--- src/rtl/uart_pkg.sv ---
// uart_pkg: shared UART state encoding, parity modes and parity helper
package uart_pkg;
  typedef enum logic [2:0] {IDLE, START, DATA, PAR, STOP} state_e;
  localparam int PARITY_NONE = 0;
  localparam int PARITY_EVEN = 1;
  localparam int PARITY_ODD  = 2;
  localparam int MAX_BITS    = 9;
  function automatic logic parity_of(input logic [MAX_BITS-1:0] d);
    return ^d;
  endfunction
endpackage

--- src/rtl/uart_baud_tick.sv ---
// uart_baud_tick: bit-period counter pulsing tick_o on its terminal count
module uart_baud_tick #(
  parameter int CLKS_PER_BIT = 16
) (
  input  logic clk,
  input  logic rst,
  input  logic clr_i,
  output logic tick_o
);
  localparam int W = $clog2(CLKS_PER_BIT);
  if (CLKS_PER_BIT < 2) begin : g_bad_cpb
    $error("uart_baud_tick: CLKS_PER_BIT must be >= 2");
  end
  logic [W-1:0] cnt_q, cnt_d;
  assign tick_o = cnt_q == W'(CLKS_PER_BIT - 1);
  assign cnt_d  = (clr_i || tick_o) ? '0 : cnt_q + W'(1);
  always_ff @(posedge clk) begin
    cnt_q <= rst ? '0 : cnt_d;
  end
endmodule

--- src/rtl/uart_tx.sv ---
// uart_tx: valid/ready word in, start/data/parity/stop serial frame out
module uart_tx
  import uart_pkg::*;
#(
  parameter int DATA_BITS    = 8,
  parameter int CLKS_PER_BIT = 16,
  parameter int PARITY       = 0,
  parameter int STOP_BITS    = 1
) (
  input  logic                 clk,
  input  logic                 rst,
  input  logic [DATA_BITS-1:0] in_data,
  input  logic                 in_valid,
  output logic                 in_ready,
  output logic                 tx,
  output logic                 busy
);
  if (DATA_BITS < 5 || DATA_BITS > 9) begin : g_bad_bits
    $error("uart_tx: DATA_BITS must be 5..9");
  end
  if (PARITY < 0 || PARITY > 2) begin : g_bad_par
    $error("uart_tx: PARITY must be 0, 1 or 2");
  end
  if (STOP_BITS < 1 || STOP_BITS > 2) begin : g_bad_stop
    $error("uart_tx: STOP_BITS must be 1 or 2");
  end
  if (CLKS_PER_BIT < 2) begin : g_bad_cpb
    $error("uart_tx: CLKS_PER_BIT must be >= 2");
  end
  state_e               state_q, state_d;
  logic [DATA_BITS-1:0] shift_q, shift_d;
  logic [3:0]           bit_q, bit_d;
  logic                 par_q, par_d;
  logic                 tx_q, tx_d, ready_q, busy_q;
  logic                 tick, accept, last_data, last_stop, idle;
  assign idle      = state_q == IDLE;
  assign accept    = in_valid & ready_q & idle;
  assign last_data = bit_q == 4'(DATA_BITS - 1);
  assign last_stop = bit_q == 4'(STOP_BITS - 1);
  uart_baud_tick #(.CLKS_PER_BIT(CLKS_PER_BIT)) u_baud (
    .clk    (clk),
    .rst    (rst),
    .clr_i  (idle),
    .tick_o (tick)
  );
  always_comb begin
    state_d = state_q;
    shift_d = shift_q;
    bit_d   = bit_q;
    par_d   = par_q;
    case (state_q)
      IDLE: if (accept) begin
        state_d = START;
        shift_d = in_data;
        bit_d   = '0;
        par_d   = parity_of(MAX_BITS'(in_data)) ^ (PARITY == PARITY_ODD);
      end
      START: if (tick) state_d = DATA;
      DATA: if (tick) begin
        shift_d = shift_q >> 1;
        bit_d   = last_data ? '0 : bit_q + 4'd1;
        state_d = !last_data ? DATA : (PARITY != PARITY_NONE) ? PAR : STOP;
      end
      PAR: if (tick) state_d = STOP;
      STOP: if (tick) begin
        bit_d   = last_stop ? '0 : bit_q + 4'd1;
        state_d = last_stop ? IDLE : STOP;
      end
      default: state_d = IDLE;
    endcase
  end
  // outputs follow the next state so tx, in_ready and busy switch on one edge
  assign tx_d = (state_d == START) ? 1'b0 :
                (state_d == DATA)  ? shift_d[0] :
                (state_d == PAR)   ? par_d : 1'b1;
  always_ff @(posedge clk) begin
    if (rst) begin
      state_q <= IDLE;
      shift_q <= '0;
      bit_q   <= '0;
      par_q   <= 1'b0;
      tx_q    <= 1'b1;
      ready_q <= 1'b0;
      busy_q  <= 1'b0;
    end else begin
      state_q <= state_d;
      shift_q <= shift_d;
      bit_q   <= bit_d;
      par_q   <= par_d;
      tx_q    <= tx_d;
      ready_q <= state_d == IDLE;
      busy_q  <= state_d != IDLE;
    end
  end
  assign in_ready = ready_q;
  assign tx       = tx_q;
  assign busy     = busy_q;
endmodule

--- config.mk ---
export PLATFORM = sky130hd
export DESIGN_NAME = uart_tx
export DESIGN_NICKNAME = d
export VERILOG_FILES = /design/src/rtl/uart_pkg.sv /design/src/rtl/uart_baud_tick.sv /design/src/rtl/uart_tx.sv
export SDC_FILE = /design/constraint.sdc
export NUM_CORES = 1
export LEC_CHECK = 0
export ABC_AREA = 1
export CAP_MARGIN = 40
export CORE_MARGIN = 2
export CORE_UTILIZATION = 45
export CTS_CLUSTER_SIZE = 30
export DETAILED_ROUTE_END_ITERATION = 8
export PLACE_DENSITY_LB_ADDON = 0.12
export SYNTH_ARGS = -nofsm -noshare
export SYNTH_HDL_FRONTEND = slang
export SYNTH_SLANG_ARGS = --single-unit
--- constraint.sdc ---
create_clock -name clk -period 1.4 [get_ports clk]
set_input_delay 0.35 -clock clk [delete_from_list [all_inputs] [get_ports clk]]
set_output_delay 0.35 -clock clk [all_outputs]
set_load 0.05 [all_outputs]
## Word-level counts from Yosys, hierarchy flattened

Cells that the tools add are included.

- Bits in registers: 23
- Bits in latches: 0
- RAM bits: 0
- Bits in read-only memories: 0
- Input bits: 11
- Output and inout port bits: 3
- Word-level logic and storage cells: 58
- Memories kept: 0

- $add $sub $neg: 2
- Multipliers: 0
- Div/mod/pow operators: 0
- Magnitude comparators: 0
- Equal/unequal tests: 12
- Shift operators: 0
- Mux-type cells: 22
- Bitwise gates (word level): 2
- Reductions and logical operators: 11

Operators by type and width:

| operator | number |
|---|---|
| $mux W3 | 7 |
| $mux W4 | 5 |
| $mux W8 | 2 |
| $pmux W8 S2 | 1 |
| $pmux W3 S5 | 1 |
| $eq A3 B2 Y1 const B | 4 |
| $pmux W4 S3 | 1 |
| $reduce_xor A9 Y1 | 1 |
| $add A4 B1 Y4 const B | 2 |
| $eq A3 B1 Y1 const B | 2 |
| $logic_not A3 Y1 | 2 |
| $reduce_bool A3 Y1 | 2 |
| $mux W1 | 5 |
| $eq A4 B3 Y1 const B | 1 |
| $eq A4 B4 Y1 const B | 1 |
| $logic_not A4 Y1 | 1 |
| $ne A2 B1 Y1 const B | 2 |
| $reduce_and A4 Y1 | 1 |
| $eq A3 B3 Y1 const B | 1 |
| $reduce_and A3 Y1 | 1 |
| $and A1 B1 Y1 | 2 |
| $ne A2 B2 Y1 const B | 1 |
| $reduce_bool A2 Y1 | 1 |
| $reduce_or A2 Y1 | 1 |
| $logic_or A1 B1 Y1 | 1 |

## Depth between registers and ports, before layout

- Depth after elaboration: 8
- Depth in mapped cells: 10
- Mapped depth without buffers: 10

## Hierarchy

From an unflattened synthesis, not the netlist that was laid out.

- Cell total of the unflattened synthesis: 192
- Area, all modules: 1282.5 um2

Modules (own cells, without submodules):

| module | times used | cells each | area each (um2) | seq. area each (um2) |
|---|---|---|---|---|
| uart_tx | 1 | 173 | 1116.1 | 380.4 |
| uart_baud_tick | 1 | 19 | 166.4 | 80.1 |

## Least setup slack after synthesis

OpenSTA, ideal clock, no wires.

- Path kind: register to register
- From: reg ready_q (netlist: in_ready)
- To: reg bit_q[3]
- Library setup time: 0.114 ns
- Arrival time: 1.302 ns
- Required time: 1.286 ns
- Setup slack: -0.016 ns
- Stages on the path, launching flop included: 10
- Path buffers: 0
- Clock period less this slack: 1.416 ns
- Path through: dfxtp_1 -> nand2_1 -> inv_1 -> nand3_2 -> o21ai_4 -> nand2_4 -> nor2_1 -> nor2_1 -> nand2_1 -> nor2_2

- Word-level cells in the longest chain between the ends: 4

RTL lines:

| item | line | source |
|---|---|---|
| start, declared | uart_tx.sv:34 | `logic tx_q, tx_d, ready_q, busy_q;` |
| start signal, assigned | uart_tx.sv:83 | `ready_q <= 1'b0;` |
| start signal, assigned | uart_tx.sv:91 | `ready_q <= state_d == IDLE;` |
| $and A1 B1 Y1 (2 in a row) | uart_tx.sv:37 | `assign accept = in_valid & ready_q & idle;` |
| $ne A2 B2 Y1 (no source line) | - |  |
| $reduce_and A4 Y1 (no source line) | - |  |
| end signal, assigned | uart_tx.sv:88 | `bit_q <= bit_d;` |
| end, declared | uart_tx.sv:32 | `logic [3:0] bit_q, bit_d;` |

No other way between the ends.
A chain may end at the register's enable or synchronous reset.

## Worst setup path in the final report

- From: reg u_baud.cnt_q[0]
- To: reg bit_q[3]

- Word-level cells in the longest chain between the ends: 3
- Elaborated cells between the ends (all ways): 4
- Those cells by class: 3 x eq/ne; 1 x reduce/logical

RTL lines:

| item | line | source |
|---|---|---|
| start, declared | uart_baud_tick.sv:14 | `logic [W-1:0] cnt_q, cnt_d;` |
| start signal, assigned | uart_baud_tick.sv:18 | `cnt_q <= rst ? '0 : cnt_d;` |
| $eq A4 B4 Y1 * | uart_baud_tick.sv:15 | `assign tick_o = cnt_q == W'(CLKS_PER_BIT - 1);` |
| $ne A2 B1 Y1 (no source line) | - |  |
| $reduce_and A4 Y1 (no source line) * | - |  |

Mark *: on every way between the ends. The rest lies on a longest branch, timed or not.

==> impl_results.md <==
- Achievable Freq: 0.747 GHz
- Main combinational cell family by area after synthesis: simple AND/OR/NAND/NOR gates
- Relative slew slack: 75.8%
- Die outline height: 57.5 um
- First-pass detailed-route iteration total: 4
- Share of synthesized cell area in full adder, half adder and majority cells: 2.91%
- Root buffer cell: clkbuf_4
- Cell area after placement: 0.00164 mm2
- Inserted Clock Buffers: 3
- Final cell count without fillers: 252
- Final instance area: 0.00175 mm2
- Part of the total power dissipated in combinational logic: 22.8%
- Post-detailed-route wirelength per cell: 11.2 um
- Combined global-route utilization of all metal layers: 18.3%
- Layout Skew: 7.15 ps
- Worst slew pin tran: 364 ps
- Effective utilization at floorplan: 47.1%
- Power spent charging and discharging nets: 377 uW
- Portion of the post-synthesis area used by sequential elements: 35.7%
- Clock slew at the register clock pins of the worst setup and hold paths: 110 ps
- Final Max Tran Viols: 0
- Post-route antenna net violation count: 0
- Part of the power in registers: 53.5%
- Final hold violations: 0
- Number of flops mapped to enable cells by yosys: 0
- Clk sink count: 23
- Critical path class: register to register
- RSZ-0062 raised after global routing: true
- Switch share: 28.6%
- Worst path required time: 1630 ps
- Final hold slack: 476 ps
- Floorplan row count: 19
- Number of placed instances with taps included: 248
- Die width: 57.5 um
- Leakage power: 0.000767 uW
- Most common library cell in the layout ignoring fill and taps: nand2_1
- Commonest register cell after synthesis: dfxtp_1
- Final total negative setup slack: 0 ps
- Total of flip-flops plus latches after synthesis: 23
- Net count, final: 236
- Clock period minus final worst setup slack: 1340 ps
- Vias per inst: 4.99
- Critical path fanouts, max: 6
- Number of placed I/O pins: 14
- Post-detail-place hpwl: 2130 um
- Status: finished, final reports clean
- Internal power contribution: 939 uW
- Cell area after synthesis: 0.00129 mm2
- Average cell area after synthesis: 7.00 um2
- Post-route fraction of the period consumed by the critical path: 95.6%
- Final setup violation count: 0
- Vias in the first global route: 1200
- DR vias: 1258
- Gate count after technology mapping: 184
- Placer's final routability congestion estimate: 0.843
- Post-synthesis mux area share: 0%
- Initial antenna violation count: 0
- Largest net degree at the start of global routing: 13
- Library cell occupying the most area in the post-synthesis netlist: dfxtp_1
- Commonest cells after routing, fill and taps aside: nand2_1 (48), buf_4 (21), nor2_1 (18)
- Critical Path Sink Type: register
- Latest clock arrival within the worst-skew pair: 320 ps
- Kind of launch point of the worst setup path: register
- Iteration-0 DRC Markers: 42
- Congestion Overflow GR: 0
- Clock network fraction of total power: 23.7%
- Syn nets: 198
- Wire length reported by the detailed router: 2820 um
- Post-detailed-route DRC marker count: 0
- Simple-gate portion of the synthesized area: 38.4%
- Data arrival at the endpoint of the critical path: 1570 ps
- Die Area: 0.00331 mm2
- Number of distinct library cell variants in the gate-level netlist after synthesis: 30
- Peak VDD IR: 0.532 mV
- Power per Cell Area: 751 mW/mm2
- Async set or reset register ratio after synthesis: 0%
- Clock tree from TritonCTS: done
- H-tree Lvls: 1
- Yosys warning count: 0
- Cell types occupying the most area after synthesis: dfxtp_1 (36%), nand2_1 (15%), nor2_1 (5.8%), inv_1 (5.0%), nand3_1 (4.3%)
- Total of buffers placed on input and output ports: 13
- Fraction of final layout cells sized beyond drive strength 1: 31.7%
- Global-route wire length before repair: 4750 um
- Core area: 0.00273 mm2
- Parity-gate share of the synthesized area counting xor and xnor cells: 4.08%
- Fill cells: 236
- Share of the synthesized area in compound gates (AO/OA/AOI/OAI): 11.8%
- Core utilization of the finished layout: 64.1%
- Number of diodes: 0
- Min-delay worst type: register to register
- Maximum clock path buffer count: 2
- Synth-to-layout area growth: 35.9%
- Area share of the leading cell type in the synthesized netlist: 35.7%
- Max Cap Viol: 0
## cells in the mapped netlist (4+ instances only)
cell type and count:
inv_2 5, nor2_1 20, nand3_1 11, inv_1 17
dfxtp_1 23, a22oi_1 6, a21oi_1 9, nand2_1 53
nand2_2 4, nor2_2 4
## power groups by stage
stage          Sequential, uW  Clock, uW  Combinational (uW)
4_1_cts                   701        327                 296
3_3_place_gp              714          0                 288
5_1_grt                   706        337                 334
6_report                  703        312                 300
2_1_floorplan             737          0                 130
3_5_place_dp              715          0                 294
## logic make-up (layout without fill, tap and decap cells)
| logic type | Yosys count | in the layout |
|---|---|---|
| AO/OA/AOI/OAI | 23 | 23 |
| XOR/XNOR | 6 | 6 |
| adder cells (fa/ha/maj) | 3 | 3 |
| buffers and inverters | 24 | 61 |
| flip-flops | 23 | 23 |
| AND/OR/NAND/NOR | 105 | 105 |
## metrics by stage
stage	total power, uW	setup slack [ps]
after floorplan	867	100
after global placement	1000	-252
after detailed placement	1010	-273
after CTS	1320	11.2
after global routing	1380	-46.8
final	1320	61.0
## sequential cells by signal (all words and copies together), names as in the netlist
| signal | cells |
|---|---|
| busy | 1 |
| tx | 1 |
| shift_q | 8 |
| state_q | 3 |
| u_baud.cnt_q | 4 |
| bit_q | 4 |
| par_q | 1 |
| in_ready | 1 |
## final cells by class
type	count	area, um2	share of cell area, %
clock buffers	4	26.3	1.50
inverters	23	86.3	4.93
multi-input cells	137	812	46.4
flip-flops and latches	23	470	26.9
well taps	31	38.8	2.21
repair buffers	34	318	18.1
## per-layer routing
layer | GRT usage (%) | vias up | part of all wire (%)
met1 | 20.3 | 569 | 44
met3 | 2.27 | 8 | 3.8
met2 | 34.3 | 21 | 50
li1 | - | 660 | -
met4 | 7.97 | 0 | 2.4
met5 | 0 | - | 0
## critical path, cell delays in order (launching register included)
cell     delay [ps]
dfxtp_2         370
ha_4            170
nand3_4         130
o21ai_4         200
nand2_4         100
nor2_1          120
nor2_1           50
nand2_1          60
nor2_2           30
## worst paths after layout
path / slack, ps / to / from / cells past startpoint
worst max-delay path: 60 / bit_q[3] / u_baud.cnt_q[0] / 8
worst min-delay path: 480 / shift_q[4] / shift_q[4] / 2
worst max register to register: 60 / bit_q[3] / u_baud.cnt_q[0] / 8
worst min register to register: 480 / shift_q[4] / shift_q[4] / 2
## what timing repair did
action | CTS | global route
pin swaps | 1 | 9
setup buffers | 0 | 0
hold buffers | 0 | 0
setup endpoints to repair | 5 | 17
resized for setup | 5 | 24
No activity file was read; power rests on OpenSTA's default activity.
